--- src/rtl/d_stage_if.sv ---
// ----------------------------------------------------------------------------
// d_stage_if -- decode-stage register-file bus.
//
// Groups the instruction, write-back and read-data signals of d_stage.
//   write  : register-file write enable, active-high
//   rd_i   : write-back data (DATA_W)
//   instr  : 32-bit MIPS-format instruction (opcode/rs/rt/rd/shamt/funct)
//   rs_o   : contents of register instr[25:21] (DATA_W)
//   rt_o   : contents of register instr[20:16] (DATA_W)
// Modports: master drives instr/write/rd_i, slave (d_stage) drives rs_o/rt_o.
// ----------------------------------------------------------------------------
interface d_stage_if #(
  parameter int DATA_W = 32
);
  logic              write;
  logic [DATA_W-1:0] rd_i;
  logic [31:0]       instr;
  logic [DATA_W-1:0] rs_o;
  logic [DATA_W-1:0] rt_o;

  modport master (
    output write,
    output rd_i,
    output instr,
    input  rs_o,
    input  rt_o
  );

  modport slave (
    input  write,
    input  rd_i,
    input  instr,
    output rs_o,
    output rt_o
  );
endinterface

--- src/rtl/d_stage.sv ---
// ----------------------------------------------------------------------------
// d_stage -- MIPS decode-stage register file.
//
// Holds NUM_REGS x DATA_W registers with two combinational read ports
// (rs, rt) and one synchronous write port. The write destination is the rd
// field for R-type instructions and the rt field for every other opcode.
// The opcode never gates a write; bus.write is the only qualifier.
//
// Ports:
//   clk   : single clock, writes on the rising edge
//   reset : asynchronous active-low reset, clears every register
//   bus   : d_stage_if.slave (write, rd_i, instr in; rs_o, rt_o out)
//
// Configuration macro:
//   D_ZERO_REG_EN : when defined, register 0 reads as zero and writes to it
//                   are dropped. Undefined (default): register 0 is ordinary.
// ----------------------------------------------------------------------------
module d_stage #(
  parameter int DATA_W   = 32,
  parameter int NUM_REGS = 32
) (
  input  logic       clk,
  input  logic       reset,
  d_stage_if.slave   bus
);

  localparam int         ADDR_W   = 5;
  localparam logic [5:0] OP_RTYPE = 6'b000000;

  logic [DATA_W-1:0] regs_q [NUM_REGS];

  logic [5:0]        opcode_s;
  logic [ADDR_W-1:0] rs_addr_s;
  logic [ADDR_W-1:0] rt_addr_s;
  logic [ADDR_W-1:0] rd_addr_s;
  logic [ADDR_W-1:0] dest_addr_s;
  logic              wr_en_s;
  logic [DATA_W-1:0] rs_data_s;
  logic [DATA_W-1:0] rt_data_s;

  // True when a 5-bit address maps onto an implemented register.
  function automatic logic addr_in_range(input logic [ADDR_W-1:0] addr);
    return ({{(32-ADDR_W){1'b0}}, addr} < NUM_REGS);
  endfunction

  assign opcode_s  = bus.instr[31:26];
  assign rs_addr_s = bus.instr[25:21];
  assign rt_addr_s = bus.instr[20:16];
  assign rd_addr_s = bus.instr[15:11];

  // Destination select and write qualification.
  always_comb begin
    dest_addr_s = rt_addr_s;
    wr_en_s     = 1'b0;
    if (opcode_s == OP_RTYPE) begin
      dest_addr_s = rd_addr_s;
    end else begin
      dest_addr_s = rt_addr_s;
    end
`ifdef D_ZERO_REG_EN
    if (bus.write && addr_in_range(dest_addr_s) && (dest_addr_s != 5'd0)) begin
      wr_en_s = 1'b1;
    end else begin
      wr_en_s = 1'b0;
    end
`else
    if (bus.write && addr_in_range(dest_addr_s)) begin
      wr_en_s = 1'b1;
    end else begin
      wr_en_s = 1'b0;
    end
`endif
  end

  // Register-file storage: async clear, one write per rising edge.
  always_ff @(posedge clk or negedge reset) begin
    if (!reset) begin
      for (int i = 0; i < NUM_REGS; i++) begin
        regs_q[i] <= '0;
      end
    end else if (wr_en_s) begin
      regs_q[dest_addr_s] <= bus.rd_i;
    end
  end

  // Read ports: no write bypass, so a same-cycle write shows only after the
  // edge. Reset forces zero explicitly so outputs do not depend on the clear
  // having propagated through the storage.
  always_comb begin
    rs_data_s = '0;
    rt_data_s = '0;
    if (reset && addr_in_range(rs_addr_s)) begin
      rs_data_s = regs_q[rs_addr_s];
    end else begin
      rs_data_s = '0;
    end
    if (reset && addr_in_range(rt_addr_s)) begin
      rt_data_s = regs_q[rt_addr_s];
    end else begin
      rt_data_s = '0;
    end
`ifdef D_ZERO_REG_EN
    if (rs_addr_s == 5'd0) begin
      rs_data_s = '0;
    end else begin
      rs_data_s = rs_data_s;
    end
    if (rt_addr_s == 5'd0) begin
      rt_data_s = '0;
    end else begin
      rt_data_s = rt_data_s;
    end
`endif
  end

  assign bus.rs_o = rs_data_s;
  assign bus.rt_o = rt_data_s;

endmodule

--- src/flat_wrapper.sv ---
// flat-port wrapper written by rule: the top's interface ports become plain ports
module d_stage_flat 
#(
  parameter int DATA_W   = 32,
  parameter int NUM_REGS = 32
)
  (clk, reset, bus_write, bus_rd_i, bus_instr, bus_rs_o, bus_rt_o);
  d_stage_if #(.DATA_W(DATA_W)) bus_i ();
  input  logic clk;
  input  logic reset;
  input wire logic [$bits(bus_i.write)-1:0] bus_write;
  input wire logic [$bits(bus_i.rd_i)-1:0] bus_rd_i;
  input wire logic [$bits(bus_i.instr)-1:0] bus_instr;
  output wire logic [$bits(bus_i.rs_o)-1:0] bus_rs_o;
  output wire logic [$bits(bus_i.rt_o)-1:0] bus_rt_o;
  assign bus_i.write = bus_write;
  assign bus_i.rd_i = bus_rd_i;
  assign bus_i.instr = bus_instr;
  assign bus_rs_o = bus_i.rs_o;
  assign bus_rt_o = bus_i.rt_o;
  d_stage #(.DATA_W(DATA_W), .NUM_REGS(NUM_REGS)) u_core (.clk(clk), .reset(reset), .bus(bus_i));
endmodule
--- config.mk ---
export PLATFORM = sky130hd
export DESIGN_NAME = d_stage_flat
export DESIGN_NICKNAME = d
export VERILOG_FILES = /design/src/rtl/d_stage_if.sv /design/src/rtl/d_stage.sv /design/src/flat_wrapper.sv
export SDC_FILE = /design/constraint.sdc
export NUM_CORES = 2
export LEC_CHECK = 0
export CAP_MARGIN = 20
export CORE_MARGIN = 2
export CORE_UTILIZATION = 39
export DETAILED_ROUTE_END_ITERATION = 8
export PLACE_DENSITY = 0.65
export REMOVE_ABC_BUFFERS = 1
export SKIP_LAST_GASP = 1
export SLEW_MARGIN = 0
export SYNTH_ARGS = -nofsm -noshare
export SYNTH_HDL_FRONTEND = slang
export SYNTH_SLANG_ARGS = --single-unit
--- constraint.sdc ---
create_clock -name clk -period 8.65 [get_ports clk]
set_input_delay 1.73 -clock clk [delete_from_list [all_inputs] [get_ports clk]]
set_output_delay 1.73 -clock clk [all_outputs]
set_load 0.01 [all_outputs]
# After elaboration in Yosys (flattened, before gate mapping)
# Cells that the tools add are included.
[word_totals] reg_bits=1024 word_cells=54
[op_classes] magnitude_cmp=4 mux=13 bitwise_logic=3 n_reduce_logical=2
[ops] cell="$bwmux W1024" count=1
[ops] cell="$bmux W32 S5" count=2
[ops] cell="$mux W32" count=7
[ops] cell="$demux W32 S5" count=1
[ops] cell="$ge A6 B6 Y1 const B" count=3
[ops] cell="$not A5 Y6" count=3
[ops] cell="$logic_not A6 Y1" count=1
[ops] cell="$lt A6 B1 Y1 const B" count=1
[ops] cell="$mux W5" count=1
[ops] cell="$logic_and A1 B1 Y1" count=1
[ops] cell="$mux W1" count=1

# Longest topological paths before layout
[logic_depth] ltp_word=8 mapped_depth=8

# Worst setup path after synthesis
# No wires, ideal clock.
[synth_timing] path_kind="input-to-output" startpoint="in bus_instr[21]" endpoint="out bus_rs_o[17]" arrival_ns=3.573 required_time_ns=6.920 slack_ns=3.347 path_stages=7 path_buffers=3 path_cell_list="clkbuf_1 > buf_2 > buf_2 > mux4_2 > mux2_2 > o221ai_1 > a31oi_1"
[synth_via] elab_chain_cells=5
[synth_rtl] item="start, declared" line_no="flat_wrapper.sv:13" text="input wire logic [$bits(bus_i.instr)-1:0] bus_instr;"
[synth_rtl] item="$not A5 Y6 (not written as such)" line_no="d_stage.sv:93" text="rs_data_s = regs_q[rs_addr_s];"
[synth_rtl] item="$bmux W32 S5" line_no="d_stage.sv:93"
[synth_rtl] item="$mux W32 (not written as such) (2 in a row)" line_no="d_stage.sv:93"
[synth_rtl] item="$mux W32" line_no="d_stage.sv:92" text="if (reset && addr_in_range(rs_addr_s)) begin"
[synth_rtl] item="end, declared" line_no="flat_wrapper.sv:14" text="output wire logic [$bits(bus_i.rs_o)-1:0] bus_rs_o;"
# No other way between the ends. The select of a mux whose other input is x is not followed.

# Worst setup path in the final report
[layout_timing] startpoint="in bus_instr[19]" endpoint="out bus_rt_o[19]"
[layout_via] elab_chain_cells=5
[layout_rtl] item="$not A5 Y6 (not written as such)" line_no="d_stage.sv:98" text="rt_data_s = regs_q[rt_addr_s];"
[layout_rtl] item="$bmux W32 S5" line_no="d_stage.sv:98"
[layout_rtl] item="$mux W32 (not written as such) (2 in a row)" line_no="d_stage.sv:98"
[layout_rtl] item="$mux W32" line_no="d_stage.sv:97" text="if (reset && addr_in_range(rt_addr_s)) begin"
[layout_rtl] item="end, declared" line_no="flat_wrapper.sv:15" text="output wire logic [$bits(bus_i.rt_o)-1:0] bus_rt_o;"
# No other way between the ends. The select of a mux whose other input is x is not followed.

==> results by stage <==
Cells and area:
- The leading cell type in the layout, fill and taps excluded is dfrtp_1.
- The register with the most flip-flops in the layout has 1024 of them.
- The library cells used most frequently in the layout, excluding fill and tap cells, are dfrtp_1 (1024), mux2_4 (840), mux4_2 (448), mux2_2 (276), mux2i_1 (128).
- In the final layout, the share of cells above drive strength 1 is 0.5382.
- The area growth from synthesis to layout is 12.87%.
- In the final layout, the registers with the most flip-flops are u_core.regs_q (1024).
- The largest register by flop count is u_core.regs_q.
- At the end of the flow, the number of nets in the layout was 3683.

STA:
- The period utilization is 0.7899.
- For the final database, setup skew stands at 0 ns.
- The count of endpoints failing setup in the final report is 0.
- Setup repair after global routing left no endpoint under its margin.
- The upper clock frequency limit is 146.4 MHz.
- The worst relative slew slack is 0.1957.
- The count of final max-slew check failures is 0.
- The final period demand of the worst path is 6.832 ns.
- The final worst-path setup slack is 1.818 ns.
- At the pin with the least slew margin, the transition time is 1.202 ns.
- The final total negative setup slack is 0 ns.
- The number of failing hold endpoints at the final stage is 0.

CTS:
- Clock-pin slew was measured on the worst setup and hold paths at 0.06 ns.
- The post-CTS setup buffer count is 0.
- The later pin in the worst-skew pair is clocked with a latency of 0.72 ns.
- The buffer type at the clock tree root is clkbuf_16.
- TritonCTS built the clock tree.
- The count of hold buffers inserted by post-cts repair is 0.
- The number of CTS-inserted buffers is 111.
- In this run the number of H-tree levels came out at 3.
- The number of resized instances in the post-cts repair step is 0.
- The number of buffers on the longest clock path is 3.
- Clock tree synthesis found a total of 1024 sinks.

Setup path:
- The largest individual stage delay along the critical path comes from the cell nor2b_4.
- The buffer and inverter count on the worst path is 3.
- Along the worst path, the maximum fanout reaches 23.
- The category of the most critical setup path is in -> out.
- The worst reg2reg path depth is 1.
- Traced cell by cell, the critical path runs through buf_2 -> nor2b_4 -> buf_4 -> a22oi_1 -> a31oi_1 -> clkdlybuf4s50_1.
- The startpoint kind of the worst setup timing path is a primary input.
- For the worst setup path, the data required time is 6.92 ns.
- In this design, the stage delay of the slowest critical-path cell is 0.98 ns.
- The reg-to-reg setup timing slack is 7.83 ns.
- STA classifies the critical path endpoint as a primary output.
- The critical path runs through a total of 6 cells.
- Data arrives at the worst endpoint at 5.10 ns.
- The dominant delay contributor by cell family on the critical path is buffers and inverters.

Floorplan:
- The vertical extent of the die is 392.9 um.
- After floorplanning, the core was divided into 142 placement rows.
- The chip width is 392.9 um.
- The starting density of the core is 0.3934.
- The overall die area is 154400 um^2.
- The total area inside the core boundary comes to 150000 um^2.
- The number of top-level pins is 131.

Run status:
- The flow ran to the end, and the final reports show no timing, DRC or antenna violations.

Power and ir drop:
- The worst voltage drop across the vdd grid is 0.1657 mV.
- In this run the static leakage power is 30.49 nW.
- Power spread over the standard cell area amounts to 226.7 nW/um^2.

Synthesis:
- The part of the Yosys area used for sequential elements is 0.4343.
- The post-synthesis sequential element count is 1024.
- For this run, the number of Yosys warnings is 0.
- The instance count of the mapped netlist is 3644.
- The mapped netlist covers 59000 um^2.
- A synthesized cell averages 16.19 um^2.
- After synthesis, the netlist uses 37 different library cells.

Global routing:
- The initial antenna violation count is 7.
- In the global route stage, overall resource usage came out at 0.2366.
- The wire length of the first global-routing pass is 268.3 mm.
- The number of global-route vias before repair is 37400.
- The total congestion overflow after global routing is 0.
- Entering global routing, the biggest net connects 87 pins.

Placement:
- Routability-driven placement finished with a final weighted congestion of 0.7835.
- The count of buffers from port buffering is 119.
- The estimated wirelength of the detail-placed design is 102.6 mm.
- The pre-CTS worst setup slack is 1.950 ns.

Detailed routing:
- Wires add up to 181.8 mm.
- After detailed routing, the number of vias per cell comes to 6.216.
- For this run, design rule violations remaining after detail routing come to 0.
- Once detail routing completed, the nets flagged for antenna violations numbered 0.
- The number of vias in the routed layout is 35560.
- Dividing the detail-routed wire length by the instance count gives 31.78 um.
- The detailed-routing iteration count for the pre-antenna-repair pass is 6.
- After the first detailed-routing iteration, the DRC count stood at 3092.

Job:
- The max-cap violation count is 0.

Hold path:
- In this run the worst hold path is classified as reg -> reg.
- The number of stages on the worst hold path is 1.
-- Yosys cell counts --
cell type | count | share of area
a2111oi_0 | 8 | 0.0012
a211oi_1 | 24 | 0.0031
a221oi_1 | 46 | 0.0068
a22oi_1 | 64 | 0.0081
a31oi_1 | 64 | 0.0068
and2_1 | 2 | 0.00021
and2b_1 | 1 | 0.00013
buf_1 | 30 | 0.0019
buf_2 | 83 | 0.0070
buf_4 | 1 | 0.00013
buf_6 | 87 | 0.017
clkbuf_1 | 213 | 0.014
dfrtp_1 | 1024 | 0.43
inv_1 | 2 | 0.00013
mux2_1 | 36 | 0.0069
mux2_2 | 276 | 0.053
mux2_4 | 840 | 0.21
mux2i_1 | 128 | 0.022
mux4_2 | 448 | 0.17
nand2_1 | 38 | 0.0024
nand2b_1 | 6 | 0.00064
nand3_1 | 2 | 0.00017
nand3b_1 | 6 | 0.00076
nor2_1 | 7 | 0.00045
nor2b_1 | 3 | 0.00032
nor4_1 | 3 | 0.00032
nor4_2 | 28 | 0.0059
nor4_4 | 2 | 0.00072
o2111ai_1 | 18 | 0.0027
o21ai_0 | 46 | 0.0039
o21ai_1 | 2 | 0.00017
o21ai_2 | 30 | 0.0045
o221ai_1 | 64 | 0.0095
or2_2 | 5 | 0.00053
or3_1 | 1 | 0.00011
or3b_2 | 5 | 0.00074
or4_1 | 1 | 0.00013
-- routing by layer --
layer	share of wire	vias up	track usage
met5	0.00014	-	0
met4	0.041	4	0.09579
met3	0.067	373	0.04280
met2	0.47	1380	0.3759
met1	0.42	19580	0.3205
li1	-	14220	-
-- cells by family after synthesis --
family / Yosys count / synth area share
buffers and inverters: 416 / 0.03936
and+or+nand+nor: 110 / 0.01357
muxes: 1728 / 0.4660
DFF: 1024 / 0.4343
AOI/OAI and AO/OA: 366 / 0.04670
-- power breakdown --
| part | switching [mW] | total [mW] | internal (mW) | leakage (nW) |
|---|---|---|---|---|
| registers | 0.766 | 6.52 | 5.76 | 13.1 |
| logic | 1.16 | 3.43 | 2.27 | 15.5 |
| clock network | 2.04 | 5.15 | 3.10 | 1.93 |
-- layout make-up --
type                       count  area, um^2
clock buffer                 161        3258
antenna                        1       2.502
clock inverter                39       658.1
tap                         2016        2522
sequential                  1024       25620
fill                       13100       83360
multi-input combinational   2204       31360
timing repair buffer         273        3153
inverter                       2       12.51
-- path summary, 6_finish.rpt --
path	from	endpoint
max	bus_instr[19]	bus_rt_o[19]
min	u_core.regs_q[336]	u_core.regs_q[336]
max in group asynchronous	reset	u_core.regs_q[199]
min reg2reg	u_core.regs_q[336]	u_core.regs_q[336]
max reg2reg	u_core.regs_q[335]	u_core.regs_q[335]
min in group asynchronous	reset	u_core.regs_q[672]
-- per-stage QoR --
stage	instances	power (mW)	util	instance area (um^2)	hold WS, ns
2_1_floorplan	3230	8.832	-	56680	0.4759
3_3_place_gp	5480	9.805	0.4119	61760	0.4888
3_5_place_dp	5501	9.944	0.4150	62230	0.4982
4_1_cts	5701	15.11	0.4411	66150	0.5121
5_1_grt	5719	15.70	0.4441	66590	0.5302
6_report	5720	15.10	0.4441	66590	0.5136
(Power assumes the default switching activity.)
